[src/rtl/sort_oets_n.sv]
// Sequential odd-even transposition sorter for N unsigned WIDTH-bit elements.
// A packed vector is latched on an input handshake, one compare/swap phase is
// applied per clock, and the sorted vector is held until the consumer accepts it.
// Optional early exit leaves the sort once two consecutive phases make no swap.
module sort_oets_n #(
    parameter int WIDTH      = 3,
    parameter int N          = 3,
    parameter int EARLY_EXIT = 1
) (
    input  logic                 clk,
    input  logic                 rst,
    input  logic                 in_valid,
    output logic                 in_ready,
    input  logic [N*WIDTH-1:0]   in_data,
    input  logic                 in_desc,
    output logic                 out_valid,
    input  logic                 out_ready,
    output logic [N*WIDTH-1:0]   out_data,
    output logic                 busy
);

    // Phase counter only needs to reach N-1.
    localparam int              PW         = (N > 2) ? $clog2(N) : 1;
    localparam logic [PW-1:0]   LAST_PHASE = PW'(N - 1);
    localparam logic            EE_ON      = (EARLY_EXIT != 32'sd0);

    typedef enum logic [1:0] {
        ST_IDLE = 2'd0,
        ST_SORT = 2'd1,
        ST_DONE = 2'd2
    } state_t;

    state_t               state_q, state_d;
    logic [N*WIDTH-1:0]   data_q, data_d;
    logic                 desc_q, desc_d;
    logic [PW-1:0]        phase_q, phase_d;
    logic                 quiet_q, quiet_d;      // previous phase made no swap
    logic                 in_ready_q, out_valid_q, busy_q;

    logic [N*WIDTH-1:0]   phase_data_s;
    logic [N-2:0]         pair_swap_s;
    logic                 swapped_s;
    logic                 finish_s;

    // True when element a (lower index) and b must trade places for the mode.
    // Equal values never swap, which keeps the sort stable.
    function automatic logic out_of_order(input logic [WIDTH-1:0] a,
                                          input logic [WIDTH-1:0] b,
                                          input logic             desc);
        return desc ? (a < b) : (a > b);
    endfunction

    // One transposition phase: even phase pairs (0,1),(2,3)..; odd phase (1,2),(3,4)..
    always_comb begin
        phase_data_s = data_q;
        pair_swap_s  = {(N-1){1'b0}};
        swapped_s    = 1'b0;
        for (int i = 0; i < N - 1; i++) begin
            pair_swap_s[i] = (1'(i) == phase_q[0]) &&
                             out_of_order(data_q[i*WIDTH +: WIDTH],
                                          data_q[(i+1)*WIDTH +: WIDTH], desc_q);
            phase_data_s[i*WIDTH +: WIDTH]     = pair_swap_s[i] ? data_q[(i+1)*WIDTH +: WIDTH]
                                                                : phase_data_s[i*WIDTH +: WIDTH];
            phase_data_s[(i+1)*WIDTH +: WIDTH] = pair_swap_s[i] ? data_q[i*WIDTH +: WIDTH]
                                                                : phase_data_s[(i+1)*WIDTH +: WIDTH];
            swapped_s = swapped_s | pair_swap_s[i];
        end
    end

    // Next-state logic for the IDLE -> SORT -> DONE sequencer and its datapath.
    always_comb begin
        state_d  = state_q;
        data_d   = data_q;
        desc_d   = desc_q;
        phase_d  = phase_q;
        quiet_d  = quiet_q;
        finish_s = (phase_q == LAST_PHASE) ||
                   (EE_ON && (phase_q != {PW{1'b0}}) && quiet_q && !swapped_s);
        case (state_q)
            ST_IDLE: begin
                if (in_valid) begin
                    data_d  = in_data;
                    desc_d  = in_desc;
                    phase_d = {PW{1'b0}};
                    quiet_d = 1'b0;
                    state_d = ST_SORT;
                end else begin
                    state_d = ST_IDLE;
                end
            end
            ST_SORT: begin
                data_d  = phase_data_s;
                phase_d = phase_q + PW'(1);
                quiet_d = !swapped_s;
                if (finish_s) begin
                    state_d = ST_DONE;
                end else begin
                    state_d = ST_SORT;
                end
            end
            ST_DONE: begin
                if (out_ready) begin
                    state_d = ST_IDLE;
                end else begin
                    state_d = ST_DONE;
                end
            end
            default: begin
                state_d = ST_IDLE;
            end
        endcase
    end

    // State, datapath and registered handshake flags; reset aborts any operation.
    always_ff @(posedge clk or posedge rst) begin
        if (rst) begin
            state_q     <= ST_IDLE;
            data_q      <= {(N*WIDTH){1'b0}};
            desc_q      <= 1'b0;
            phase_q     <= {PW{1'b0}};
            quiet_q     <= 1'b0;
            in_ready_q  <= 1'b1;
            out_valid_q <= 1'b0;
            busy_q      <= 1'b0;
        end else begin
            state_q     <= state_d;
            data_q      <= data_d;
            desc_q      <= desc_d;
            phase_q     <= phase_d;
            quiet_q     <= quiet_d;
            in_ready_q  <= (state_d == ST_IDLE);
            out_valid_q <= (state_d == ST_DONE);
            busy_q      <= (state_d == ST_SORT);
        end
    end

    assign in_ready  = in_ready_q;
    assign out_valid = out_valid_q;
    assign busy      = busy_q;
    assign out_data  = data_q;

endmodule

[config.mk]
export PLATFORM = sky130hd
export DESIGN_NAME = sort_oets_n
export DESIGN_NICKNAME = d
export VERILOG_FILES = /design/src/rtl/sort_oets_n.sv
export SDC_FILE = /design/constraint.sdc
export NUM_CORES = 1
export LEC_CHECK = 0
export BUFFER_PORTS_ARGS = -buffer_cell sky130_fd_sc_hd__buf_2
export CORE_UTILIZATION = 26
export DETAILED_ROUTE_END_ITERATION = 8
export MAX_ROUTING_LAYER = met4
export PLACE_DENSITY_LB_ADDON = 0.15
export REMOVE_ABC_BUFFERS = 1
export SLEW_MARGIN = 20
export SYNTH_ARGS = -nofsm -noshare
export SYNTH_HDL_FRONTEND = slang
export SYNTH_SLANG_ARGS = --single-unit
[constraint.sdc]
create_clock -name clk -period 2.15 [get_ports clk]
set_input_delay 0 -clock clk [delete_from_list [all_inputs] [get_ports clk]]
set_output_delay 0 -clock clk [all_outputs]
set_load 0.05 [all_outputs]
## Yosys cells after proc, flatten, opt, wreduce, memory -nomap -nowiden

Index checks and enable logic that the tools add are counted.

- Logic and storage cells: 57
- Bits in registers: 18
- Input bits: 14
- Output and inout port bits: 12

- Reduce and logical (&&, ||, !) cells: 15
- Add/sub/neg operators: 1
- Order comparisons: 4
- Multiplexer cells: 16
- Bitwise logic cells: 2
- Equality and inequality tests: 9

Operators by type and width:

| operator | count |
|---|---|
| case mux 9 bit (2 select lines) | 1 |
| two-way mux 3 bit | 4 |
| two-way mux 9 bit | 1 |
| AND reduction 3 bit | 3 |
| equality test 2 bit (second input constant) | 3 |
| greater-than comparator 3 bit | 2 |
| less-than comparator 3 bit | 2 |
| two-way mux 2 bit | 3 |
| inequality test 2 bit (second input constant) | 3 |
| case mux 2 bit (3 select lines) | 1 |
| equality test 2 x 1 -> 1 bit (second input constant) | 2 |
| logical AND 1 bit | 4 |
| zero test 2 bit | 2 |
| two-way mux 1 bit | 4 |
| case mux 2 bit (2 select lines) | 1 |
| AND reduction 2 bit | 2 |
| nonzero test 2 bit | 2 |
| inequality test 3 bit (second input constant) | 1 |
| adder 2 x 1 -> 2 bit (second input constant) | 1 |
| case mux 1 bit (2 select lines) | 1 |
| zero test 1 bit | 1 |
| logical OR 1 bit | 1 |
| NOT 1 bit | 1 |
| OR 1 bit | 1 |

## Depth between registers and ports, before layout

Gate-level depths: netlist of the first run.

- Depth after elaboration: 10
- Mapped depth: 7
- Gate-level depth less buffers: 7

## Least setup slack after synthesis of the first run

Ideal clock, no wire load.

- Kind: register to register
- From: register data_q[5], in the netlist out_data[5]
- To: register data_q[1], in the netlist out_data[1]
- Data required time: 2025 ps
- Path slack: -235 ps
- Library setup time: 125 ps
- Buffers on the path: 0
- Cell stages (with the launch flop): 8
- Arrival: 2260 ps
- Path through: dfrtp_1 inv_1 ha_1 nand2_1 o21ai_1 mux2_2 a31oi_4 mux2_2

- Longest elaborated chain between the ends: 5

Ends and longest elaborated chain:

| element | RTL line | RTL |
|---|---|---|
| start: declaration | 34 | `logic [N*WIDTH-1:0] data_q, data_d;` |
| start signal: assignment | 118 | `data_q <= {(N*WIDTH){1'b0}};` |
| start signal: assignment | 127 | `data_q <= data_d;` |
| greater-than comparator 3 bit / less-than comparator 3 bit (equally long branches) | 50 | `return desc ? (a < b) : (a > b);` |
| two-way mux 1 bit * | 50 |  |
| logical AND 1 bit * | 59 | `pair_swap_s[i] = (1'(i) == phase_q[0]) &&` |
| inequality test 2 bit (no line) * | n/a |  |
| AND reduction 3 bit (no line) * | n/a |  |

Mark *: on every way between the ends. The rest lies on a longest branch, timed or not.
A chain may end at the register's enable or synchronous reset.

## Final worst setup path of the first run

- From: register data_q[5], in the netlist out_data[5]
- To: register data_q[5], in the netlist out_data[5]

- Longest elaborated chain between the ends: 5

Ends and longest elaborated chain:

| element | RTL line |
|---|---|
| greater-than comparator 3 bit / less-than comparator 3 bit (equally long branches) | 50 |
| two-way mux 1 bit | 50 |
| logical AND 1 bit | 59 |
| inequality test 3 bit (no line) / two-way mux 3 bit (equally long branches) | n/a |
| AND reduction 3 bit (no line) / case mux 9 bit (2 select lines) (equally long branches) | n/a |

Parallel ways exist; a longest one is shown, timed or not.

==> results.txt, run 1 <==
Final RePlAce weighted congestion -> 0.8258
DR vias/cell -> 4.677
H-tree Lvls -> 1
Most frequent cell after synthesis -> dfrtp_1
Status -> finished clean
WS Path Type -> reg -> reg
Worst slew margin -> 52.23%
Crit path required time -> 2.28 ns
Clock tree sinks -> 18
Root Buffer -> clkbuf_8
Placed Area -> 1326 µm²
Detailed Place HPWL -> 2.050 mm
Area share of the largest cell type after synthesis -> 37.53%
Starting Density -> 27.74%
Path type of the worst min-delay path -> in -> reg
Max clock buf depth -> 2
CP Launch Type -> register
Cell Area, Synth -> 1134 µm²
GRT Total Usage -> 14.05%
Register bit total from synthesis -> 18
Vias -> 940
First-pass GRT wire length -> 4.636 mm
Met1 Use GR -> 18.03%
Number of antenna violations at the first check in global routing -> 0
Num CTS Buffers -> 3
Post-DRT Antenna Nets -> 0
Achievable frequency -> 489.1 MHz
Area leader, netlist -> dfrtp_1
Die Wd -> 68.03 µm
Top post-synthesis cells by area -> dfrtp_1 38%, ha_1 8.8%, mux2_2 7.0%, mux2i_1 5.3%, nand2_1 5.3%
I/O pin count -> 26
Dpl ws -> 0.05527 ns
Area grow syn2layout -> 24.94%
Layout cells sized above 1 -> 31.79%
Final setup vio count -> 0
Fin. Hold Viols -> 0
Initial DRC Count -> 21
Tightest Pin Transition -> 0.7158 ns
Reg2Reg Setup Slack -> 0.11 ns
DR pass1 iterations -> 4
Met2 usage -> 22.18%
Synth warnings -> 0
Worst skew pair latency -> 0.25 ns
Die height -> 68.03 µm
Top_reg_cell synth -> dfrtp_1
Tcrit/Tclk final -> 95.11%
MaxCap Viol Count -> 0
Drt wl/cell -> 13.71 µm
Max FO, Critical Path -> 4
Global route hottest layer -> met2
Largest net degree at the start of global routing -> 19
Max-slew violation count -> 0
Top post-synthesis cells by count -> 17 x dfrtp_1, 16 x nand2_1, 11 x a21oi_1
Finished Cell Area -> 1416 µm²
Final WS setup -> 0.1052 ns
Number of port buffers -> 25
Synth Area per Inst -> 9.526 µm²
Vias in the first global route -> 913
Tmin final -> 2.045 ns
Total congestion overflow -> 0
Synth unique cells -> 32
CP Data Arrival Time -> 2.18 ns
Die area -> 4628 µm²
Mapped Cells -> 119
Post-synthesis sequential area ratio -> 39.85%
Post-synth EDFFs -> 0
CTS tree -> done
Clock Skew -> 0.001459 ns
RSZ-0062 raised after global routing -> no
Worst setup EP type -> register
Grt met3 use -> 3.500%
NumNets Final -> 174
Ant diodes -> 0
Setup TNS -> 0 ns
FP Rows -> 23
Core Region -> 4086 µm²
Worst-path clk slew -> 0.07 ns
Async S/R FF share, synth -> 100.0%
DRC -> 0
Drt total wl -> 2.756 mm
==> worst max-delay path, stage by stage (launching register included) <==
cell and delay, ns:
dfrtp_1 0.39, inv_1 0.07, ha_1 0.31, a21oi_1 0.19, o21ai_2 0.09, buf_4 0.15, a32o_1 0.23, a211o_1 0.35
mux2i_1 0.15
==> metrics by stage <==
step                      util [%]  instances  hold WS, ns
final                        34.66        201      0.05813
after global placement       32.46        194       0.1708
after global routing         34.66        201      0.06824
after detailed placement     32.46        194       0.1564
after CTS                    34.29        201      0.05604
after floorplan                  -        116     -0.06216
==> area by class of cell <==
class	count	area, µm²
inverters	10	37.54
flip-flops and latches	18	451.7
repair buffers	31	177.7
multi-input cells	88	641.9
well taps	50	62.56
clock buffers	4	45.04
fillers	440	2670
==> logic make-up (layout without fill, tap and decap cells) <==
| kind of cell | after synthesis | count (layout) | synth area share (%) |
|---|---|---|---|
| AO/OA/AOI/OAI | 33 | 33 | 19.65 |
| AND/OR/NAND/NOR | 34 | 34 | 14.57 |
| adder cells (fa/ha/maj) | 8 | 8 | 8.830 |
| multiplexers | 13 | 13 | 12.25 |
| buffers and inverters | 13 | 45 | 4.857 |
| flip-flops | 18 | 18 | 39.85 |
==> metal layers <==
layer	part of all wire (%)	routed length, µm	vias up
li1	-	-	480
met1	49	1342	443
met2	47	1296	15
met3	3.6	100	2
met4	0.62	17	0
met5	0	0	-
==> state kept, by name, summed over array words and instances, names as in the netlist <==
register / cells
busy: 1
desc_q: 1
in_ready: 1
out_data: 9
out_valid: 1
phase_q: 2
quiet_q: 1
state_q: 2
==> placed cells by master, fill, tap and decap left out, types with 2 or more instances in the layout <==
cell           Yosys  layout
clkbuf_8           0       3
a21oi_2            2       3
o21ai_0            7       7
a21boi_0           3       3
mux2i_1            6       6
nand3b_1           2       2
dlygate4sd3_1      0       3
nor2_1             4       4
nand3_1            3       3
buf_4              1       3
dfrtp_1           17      17
a21oi_1           11      10
ha_1               8       8
mux2_2             7       7
inv_1             10      10
buf_2              2      25
and2_1             3       3
o31a_1             2       2
nand2_1           16      16
==> what timing repair did <==
item | in CTS | in global routing
gates resized for setup | 0 | 3
hold buffers | 3 | 0
endpoints found under the hold margin | 19 | 0
endpoints found under the setup margin | 0 | 8
setup buffers | 0 | 0
==> worst paths after layout <==
kind,endpoint,cells after the start,start
max in group asynchronous,out_data[1],3,rst
min reg2reg,quiet_q,2,quiet_q
max,out_data[5],8,out_data[5]
max reg2reg,out_data[5],8,out_data[5]
min in group asynchronous,state_q[1],3,rst
min,out_data[8],3,in_data[8]
Power of run 1 is not shown: default switching activity piles up to over one toggle a cycle in this logic, so the estimate is an artifact.
==> inputs of run 2 (changes only) <==
Settings changed: CORE_ASPECT_RATIO set to 1.5.
==> run 2 against run 1 <==
Against the previous run:
- the flow now finishes with violations (hold timing)
- clock-buffer cell count is the same
- hold slack lost 0.060 ns
- critical path depth unchanged
- critical endpoint is now out_data[6]
- cell count decreased by 1.0%
==> results.txt, run 2 (synthesis gave the netlist of run 1 again) <==
Final setup vio count -> 0 (unchanged)
Largest net degree at the start of global routing -> 19 (unchanged)
Tmin final -> 2.085 ns (was 2.045 ns)
Max FO, Critical Path -> 4 (unchanged)
DR pass1 iterations -> 3 (was 4)
FP Rows -> 29 (was 23)
Max reg flops -> 9 (unchanged)
Most frequent cells in the layout -> 25 x buf_2, 17 x dfrtp_1, 16 x nand2_1 (unchanged)
Status -> finished, violations left (was finished clean)
Path type of the worst min-delay path -> in -> reg (unchanged)
Drt total wl -> 2.670 mm (was 2.756 mm)
Number of port buffers -> 25 (unchanged)
WS Path Type -> reg -> reg (unchanged)
Clock Skew -> 0.002496 ns (was 0.001459 ns)
Root Buffer -> clkbuf_8 (unchanged)
Post-DRT Antenna Nets -> 0 (unchanged)
First-pass GRT wire length -> 4.540 mm (was 4.636 mm)
Vias -> 955 (was 940)
I/O pin count -> 26 (unchanged)
Core Region -> 4209 µm² (was 4086 µm²)
Vias in the first global route -> 982 (was 913)
Num CTS Buffers -> 3 (unchanged)
Fin. Hold Viols -> 1 (was 0)
R2R cell count -> 8 (unchanged)
Fin util -> 34.30% (was 34.66%)
H-tree Lvls -> 1 (unchanged)
Achievable frequency -> 479.6 MHz (was 489.1 MHz)
Die area -> 4634 µm² (was 4628 µm²)
Initial DRC Count -> 24 (was 21)
Clock tree sinks -> 18 (unchanged)
DR vias/cell -> 4.799 (was 4.677)
Worst-path clk slew -> 0.07 ns (about the same)
Starting Density -> 26.93% (was 27.74%)
Fin cells -> 199 (was 201)
Layout cells sized above 1 -> 34.64% (was 31.79%)
Worst slew margin -> 53.19% (was 52.23%)
Most common cell after layout, fill and taps aside -> buf_2 (unchanged)
Total congestion overflow -> 0 (unchanged)
Tcrit/Tclk final -> 96.98% (was 95.11%)
Detailed Place HPWL -> 2.050 mm (about the same)
Drt wl/cell -> 13.42 µm (was 13.71 µm)
NumNets Final -> 176 (was 174)
Area grow syn2layout -> 27.37% (was 24.94%)
Final RePlAce weighted congestion -> 0.7929 (was 0.8258)
Die height -> 82.87 µm (was 68.03 µm)
Die Wd -> 55.92 µm (was 68.03 µm)
Failing checks -> hold timing
Final WS setup -> 0.06486 ns (was 0.1052 ns)
MaxCap Viol Count -> 0 (unchanged)
Worst skew pair latency -> 0.26 ns (was 0.25 ns)
Ant diodes -> 0 (unchanged)
Dpl ws -> 0.0005178 ns (was 0.05527 ns)
CP Data Arrival Time -> 2.23 ns (was 2.18 ns)
FILL cells -> 458 (was 440)
Hold Crit Depth -> 3 (unchanged)
Crit path required time -> 2.30 ns (was 2.28 ns)
WHS -> -0.002304 ns (was 0.05813 ns)
Max-slew violation count -> 0 (unchanged)
Tightest Pin Transition -> 0.7013 ns (was 0.7158 ns)
DRC -> 0 (unchanged)
Worst setup EP type -> register (unchanged)
CP Launch Type -> register (unchanged)
Number of antenna violations at the first check in global routing -> 0 (unchanged)
GRT Total Usage -> 12.85% (was 14.05%)
CTS tree -> done (unchanged)
Max clock buf depth -> 2 (unchanged)
Placed cell count -> 192 (was 194)
## run 2: timing repair
action | 4_1_cts | 5_1_grt
pin swaps | 0 | 3
hold buffers | 2 | 0
buffers inserted | 0 | 1
hold endpoints to repair | 18 | 0
gates resized for setup | 1 | 4
setup endpoints to repair | 2 | 6
## run 2: per-layer routing
| layer | global-route usage [%] | part of all wire, % |
|---|---|---|
| met5 | - | 0 |
| met4 | 3.991 | 1.4 |
| met3 | 1.869 | 2.6 |
| met2 | 23.77 | 54 |
| met1 | 13.92 | 42 |
## run 2: worst paths after layout
check                               to        start  slack, ns
max in group asynchronous  out_data[0]          rst       1.32
min reg2reg                    quiet_q      quiet_q       0.53
max reg2reg                out_data[6]  out_data[5]       0.06
min                           in_ready    out_ready     -0.002
min in group asynchronous  out_data[6]          rst       0.39
max                        out_data[6]  out_data[5]       0.06
## run 2: cell type report
cell class	count	area [µm²]	area share (%)
Inverter	10	37.54	2.600
Sequential cell	18	451.7	31.28
Tap cell	46	57.56	3.986
Clock buffer	4	55.05	3.813
Timing Repair Buffer	33	190.2	13.17
Multi-Input combinational cell	88	651.9	45.15
## run 2: stage by stage
stage                     area, µm²  setup TNS (ns)
after CTS                      1415               0
after detailed placement       1336               0
final                          1444               0
after floorplan                1116         -0.6440
after global routing           1444         -0.1016
after global placement         1336               0
## run 2: critical path, stage by stage (launching register included)
cell      delay, ns
dfrtp_1        0.38
buf_4          0.14
ha_2           0.36
nand3b_1       0.11
buf_4          0.16
a21oi_2        0.16
o21ai_4        0.10
a21oi_2        0.21
mux2_2         0.35
Power of run 2 is left out for the same reason.
